`src/rtl/vld_txn_ctrl_gen.sv`:
```
// Splits a unit-stride vector load request into AXI4 INCR read bursts (MaxBurstLen / 4 KiB limited)
// with one transaction-control entry per burst. Optional VLD_TXN_PERF_CNT_EN adds perf_bursts_o.
module vld_txn_ctrl_gen #(
    parameter int AxiDataWidth = 128,
    parameter int AxiAddrWidth = 64,
    parameter int MaxBurstLen  = 16,
    parameter int ReqLenWidth  = 16,
    parameter int BeatCntW     = $clog2(MaxBurstLen) + 1
) (
    input  logic                                  clk_i,
    input  logic                                  rst_ni,
    input  logic                                  req_valid_i,
    output logic                                  req_ready_o,
    input  logic [AxiAddrWidth-1:0]               req_addr_i,
    input  logic [ReqLenWidth-1:0]                req_bytes_i,
    output logic                                  ar_valid_o,
    input  logic                                  ar_ready_i,
    output logic [AxiAddrWidth-1:0]               ar_addr_o,
    output logic [7:0]                            ar_len_o,
    output logic [2:0]                            ar_size_o,
    output logic [1:0]                            ar_burst_o,
    output logic                                  txn_valid_o,
    input  logic                                  txn_ready_i,
    output logic [$clog2(AxiDataWidth/8)-1:0]     txn_first_off_o,
    output logic [$clog2(AxiDataWidth/8):0]       txn_last_bytes_o,
    output logic [BeatCntW-1:0]                   txn_beats_o,
    output logic                                  txn_last_o
`ifdef VLD_TXN_PERF_CNT_EN
    ,
    output logic [31:0]                           perf_bursts_o
`endif
);

    localparam int BusBytes = AxiDataWidth / 8;
    localparam int BusBSize = $clog2(BusBytes);
    localparam int LbW      = BusBSize + 1;
    localparam int CalcW    = (ReqLenWidth + 1 > 13) ? ReqLenWidth + 1 : 13;

    typedef enum logic {IDLE = 1'b0, ISSUE = 1'b1} state_e;

    state_e                  state_q, state_d;
    logic                    load_q, load_d;
    logic                    first_q;
    logic [AxiAddrWidth-1:0] cur_addr_q;
    logic [ReqLenWidth-1:0]  rem_q;

    logic [BusBSize-1:0]     off;
    logic [AxiAddrWidth-1:0] aligned;
    logic [CalcW-1:0]        rem_w, off_w, need, to4k, beats, avail, consumed, last_bytes;

    logic req_fire, req_nonzero, ar_done, txn_done, retire;

    assign ar_size_o  = 3'(BusBSize);
    assign ar_burst_o = 2'b01;

    // Burst geometry for the burst starting at cur_addr_q with rem_q bytes left.
    always_comb begin
        off        = first_q ? cur_addr_q[BusBSize-1:0] : '0;
        aligned    = {cur_addr_q[AxiAddrWidth-1:BusBSize], {BusBSize{1'b0}}};
        rem_w      = CalcW'(rem_q);
        off_w      = CalcW'(off);
        need       = (off_w + rem_w + CalcW'(BusBytes - 1)) >> BusBSize;
        to4k       = (CalcW'(4096) - CalcW'(aligned[11:0])) >> BusBSize;
        beats      = need;
        if (beats > CalcW'(MaxBurstLen)) beats = CalcW'(MaxBurstLen);
        if (beats > to4k) beats = to4k;
        avail      = (beats << BusBSize) - off_w;
        consumed   = (rem_w < avail) ? rem_w : avail;
        last_bytes = off_w + consumed - ((beats - CalcW'(1)) << BusBSize);
    end

    // A burst retires when each channel has either handshaken earlier or does so now.
    always_comb begin
        req_ready_o = (state_q == IDLE);
        req_fire    = req_valid_i && req_ready_o;
        req_nonzero = (req_bytes_i != '0);
        ar_done     = !ar_valid_o || ar_ready_i;
        txn_done    = !txn_valid_o || txn_ready_i;
        retire      = (state_q == ISSUE) && !load_q && ar_done && txn_done;
        state_d     = state_q;
        load_d      = 1'b0;
        case (state_q)
            IDLE: begin
                if (req_fire && req_nonzero) begin
                    state_d = ISSUE;
                    load_d  = 1'b1;
                end
            end
            ISSUE: begin
                if (retire) begin
                    if (txn_last_o) state_d = IDLE;
                    else            load_d  = 1'b1;
                end
            end
            default: state_d = IDLE;
        endcase
    end

    always_ff @(posedge clk_i or negedge rst_ni) begin
        if (!rst_ni) begin
            state_q          <= IDLE;
            load_q           <= 1'b0;
            first_q          <= 1'b0;
            cur_addr_q       <= '0;
            rem_q            <= '0;
            ar_valid_o       <= 1'b0;
            txn_valid_o      <= 1'b0;
            ar_addr_o        <= '0;
            ar_len_o         <= '0;
            txn_first_off_o  <= '0;
            txn_last_bytes_o <= '0;
            txn_beats_o      <= '0;
            txn_last_o       <= 1'b0;
        end else begin
            state_q <= state_d;
            load_q  <= load_d;
            if (req_fire && req_nonzero) begin
                cur_addr_q <= req_addr_i;
                rem_q      <= req_bytes_i;
                first_q    <= 1'b1;
            end else if (retire) begin
                cur_addr_q <= cur_addr_q + AxiAddrWidth'(consumed);
                rem_q      <= rem_q - ReqLenWidth'(consumed);
                first_q    <= 1'b0;
            end
            if (load_q) begin
                ar_valid_o       <= 1'b1;
                txn_valid_o      <= 1'b1;
                ar_addr_o        <= aligned;
                ar_len_o         <= 8'(beats - CalcW'(1));
                txn_first_off_o  <= off;
                txn_last_bytes_o <= LbW'(last_bytes);
                txn_beats_o      <= BeatCntW'(beats);
                txn_last_o       <= (rem_w == consumed);
            end else begin
                if (ar_valid_o && ar_ready_i)   ar_valid_o  <= 1'b0;
                if (txn_valid_o && txn_ready_i) txn_valid_o <= 1'b0;
            end
        end
    end

`ifdef VLD_TXN_PERF_CNT_EN
    always_ff @(posedge clk_i or negedge rst_ni) begin
        if (!rst_ni) begin
            perf_bursts_o <= '0;
        end else if (retire && (perf_bursts_o != 32'hFFFF_FFFF)) begin
            perf_bursts_o <= perf_bursts_o + 32'd1;
        end
    end
`endif

endmodule

```
`config.mk`:
```
export PLATFORM = sky130hd
export DESIGN_NAME = vld_txn_ctrl_gen
export DESIGN_NICKNAME = d
export VERILOG_FILES = /design/src/rtl/vld_txn_ctrl_gen.sv
export SDC_FILE = /design/constraint.sdc
export NUM_CORES = 1
export LEC_CHECK = 0
export CORE_AREA = 4 4 153 155
export CTS_CLUSTER_DIAMETER = 40
export CTS_CLUSTER_SIZE = 10
export DETAILED_ROUTE_END_ITERATION = 10
export DIE_AREA = 0 0 157 159
export GPL_TIMING_DRIVEN = 0
export PLACE_DENSITY_LB_ADDON = 0.1
export SETUP_SLACK_MARGIN = 0.4
export SYNTH_ARGS = -nofsm -noshare
export SYNTH_HDL_FRONTEND = slang
export SYNTH_SLANG_ARGS = --single-unit
```
`constraint.sdc`:
```
create_clock -name clk_i -period 10.2 [get_ports clk_i]
set_input_delay 1.53 -clock clk_i [delete_from_list [all_inputs] [get_ports clk_i]]
set_output_delay 1.53 -clock clk_i [all_outputs]
set_load 0.05 [all_outputs]
```
==> qor.txt <==
Setup crit end: cur_addr_q[62]
Worst R2R Start: first_q
Yosys Warn Count: 0
Footprint of the multi-input gates: 6350 um^2
Commonest non-fill, non-tap cells in the layout: clkdlybuf4s50_1, dfrtp_1, nand2_1
Non-Filler Instances: 1,689
DRC Markers: 0
WP data required: 10.56 ns
Run status: complete, no violations
RSZ-0062 raised after global routing: false
Slowest stage delay, CP: 0.41 ns
HPWL after DPL: 24.7 mm
CTS tree: yes
FF+latch count, synth: 168
Core area: 21,800 um^2
Critical path's top delay family: compound AO/OA/AOI/OAI gates
Crit path capture type: flop
Most common cell on crit path: ha_1
Place WS: -1.28 ns
Routability Congestion: 0.896
Detailed-route via count: 9,774
Sequential element share of the synthesized area: 38.5%
Vias in the first global route: 9,892
Worst R2R Path Depth: 47
Async SR Flop Fraction: 100%
All-Layer GR Usage: 26.5%
Syn Inst Count: 1,182
Num ports: 180
Clock-pin slew on the worst setup and hold paths: 0.08 ns
Clk sinks: 168
Hold Slack: 0.506 ns
Core Rows: 54
Critical Path Fanout Max: 10
# diodes: 0
Slew @ Worst Pin: 1.33 ns
Critical path startpoint category: flop
Pins Over Slew Limit: 0
Clk buf depth: 2
Worst EP arrival: 9.77 ns
Critical path depth: 47
Final Hold Viols: 0
CTS Root Cell: clkbuf_16
Tcrit/Tclk final: 92.2%
Layout area overhead: 28.1%
Initial DRC Count: 721
Min Tclk post-route: 9.41 ns
Global-route wire length before repair: 52.8 mm
Initial antenna violation count: 2
Critical Path Start: first_q
Post-route design area: 14,000 um^2
1st-pass router iterations: 5
Die area: 25,000 um^2
Largest net degree at the start of global routing: 103
Slew headroom: 10.4%
Post-Syn Area: 10,900 um^2
Cells after DPL: 1,645
Ys flop type: dfrtp_1
Hold path cells: 1
Max Freq: 106 MHz
Number of synthesized flops with an enable pin: 0
I/O Buffers: 170
Worst Hold Class: flop to flop
WS Path Type: flop to flop
Die Ht: 159 um
R2R setup slack: 0.79 ns
Commonest non-fill, non-tap cell in the layout: clkdlybuf4s50_1
Syn Area/Cell: 9.23 um^2
CTS Hold Buffers Added: 0
Slowest cell on the critical path: a2111o_1
Layout filler cell count: 1,874
Initial Utilization: 50.0%
Grt total ovfl: 0
Maxcap violations: 0
TritonCTS buffer count: 17
Vias per inst: 5.79
Clk_lat worst skew: 0.44 ns
PnR worst setup slack: 0.791 ns
Remaining antenna violation count after routing: 0
Placed Area: 13,000 um^2
Drt total wl: 33.0 mm
Clock skew: 0.0180 ns
Nets@finish: 1,556
Final Setup Violations: 0
WL per Instance: 19.5 um
R2R Path End: cur_addr_q[62]
Register area: 4200 um^2
Share of cells above drive strength 1: 14.1%
Die Span X: 157 um
H-tree depth: 4
Critical path buffers and inverters: 8
Post-synth cell types: 77
[routing by layer]
| layer | up-vias | GRT usage, % | wire [um] |
|---|---|---|---|
| met5 | - | 0 | 22 |
| met4 | 4 | 7.89 | 936 |
| met3 | 67 | 5.71 | 2180 |
| met2 | 368 | 42.7 | 15600 |
| met1 | 4706 | 35.8 | 14300 |
| li1 | 4629 | - | - |
[per-stage QoR]
stage               TNS [ns]  utilization, %
floorplan                  0               -
detailed placement    -32.79            59.8
finish                     0            64.1
CTS                        0            63.1
global route               0            64.1
global placement      -31.63            59.6
[flip-flops by register name, indices dropped and copies added, names as in the netlist]
register          flops
load_q                1
ar_addr_o            60
txn_last_o            1
txn_last_bytes_o      5
ar_len_o              8
txn_valid_o           1
cur_addr_q           64
rem_q                16
txn_beats_o           5
first_q               1
state_q               1
txn_first_off_o       4
ar_valid_o            1
[repair_timing]
action | in CTS | in global routing
buffers inserted | 4 | 8
resized for setup | 30 | 42
pin swaps | 5 | 13
setup endpoints to repair | 64 | 58
[synth_stat cells, types with 6 or more instances]
cell type	instances	area [um^2]
nand2_1	94	353
ha_1	73	913
and2_1	12	75.1
nand4_1	17	106
a21o_1	24	180
nor2b_1	6	37.5
mux2_2	72	811
a211oi_1	6	45.0
nor4_1	10	62.6
nor3_1	27	135
or3_1	12	75.1
xor2_1	39	342
nand2b_1	10	62.6
o211ai_1	8	60.1
o31ai_1	7	52.6
a21oi_1	66	330
clkbuf_1	43	161
nor2_1	91	342
a221o_1	8	80.1
nand3_1	47	235
a31oi_1	13	81.3
inv_1	76	285
buf_4	10	75.1
o21ai_0	75	375
a22oi_1	16	120
xnor2_1	37	324
and3_1	17	106
mux2i_1	11	110
dfrtp_1	168	4200
[worst register-to-register path, delay by kind of cell, from the launching register on]
kind                     cells  cell delay (ns)
AO/OA/AOI/OAI               17             3.31
AND/OR/NAND/NOR             15             2.87
adder cells (fa/ha/maj)      7             1.86
buffers and inverters        8             0.92
flip-flops                   1             0.38
[logic make-up after synthesis]
kind of cell,Yosys count,share of synthesized area (%)
mux,83,8.44
compound gates,269,16.0
fa+ha+maj,75,8.74
xor+xnor,76,6.10
flops,168,38.5
simple gates,370,16.6
other cells,2,0.0688
buf+inv,139,5.53
[worst min path at each step]
stage	startpoint	to
CTS	ar_addr_o[15]	ar_addr_o[15]
floorplan	cur_addr_q[28]	cur_addr_q[28]
detailed placement	ar_len_o[4]	ar_len_o[4]
finish	ar_len_o[4]	ar_len_o[4]
global placement	ar_addr_o[4]	ar_addr_o[4]
global route	ar_len_o[4]	ar_len_o[4]
[final cells by class]
class | count | share of cell area, %
clock buffer | 17 | 3.04
tap | 280 | 2.51
sequential | 168 | 30.1
clock inverter | 15 | 1.40
timing repair buffer | 183 | 13.0
inverter | 79 | 2.12
buffer | 60 | 2.39
multi-input combinational | 887 | 45.4
Power is not shown: default switching activity piles up to over one toggle a cycle in this logic, so the estimate is an artifact.
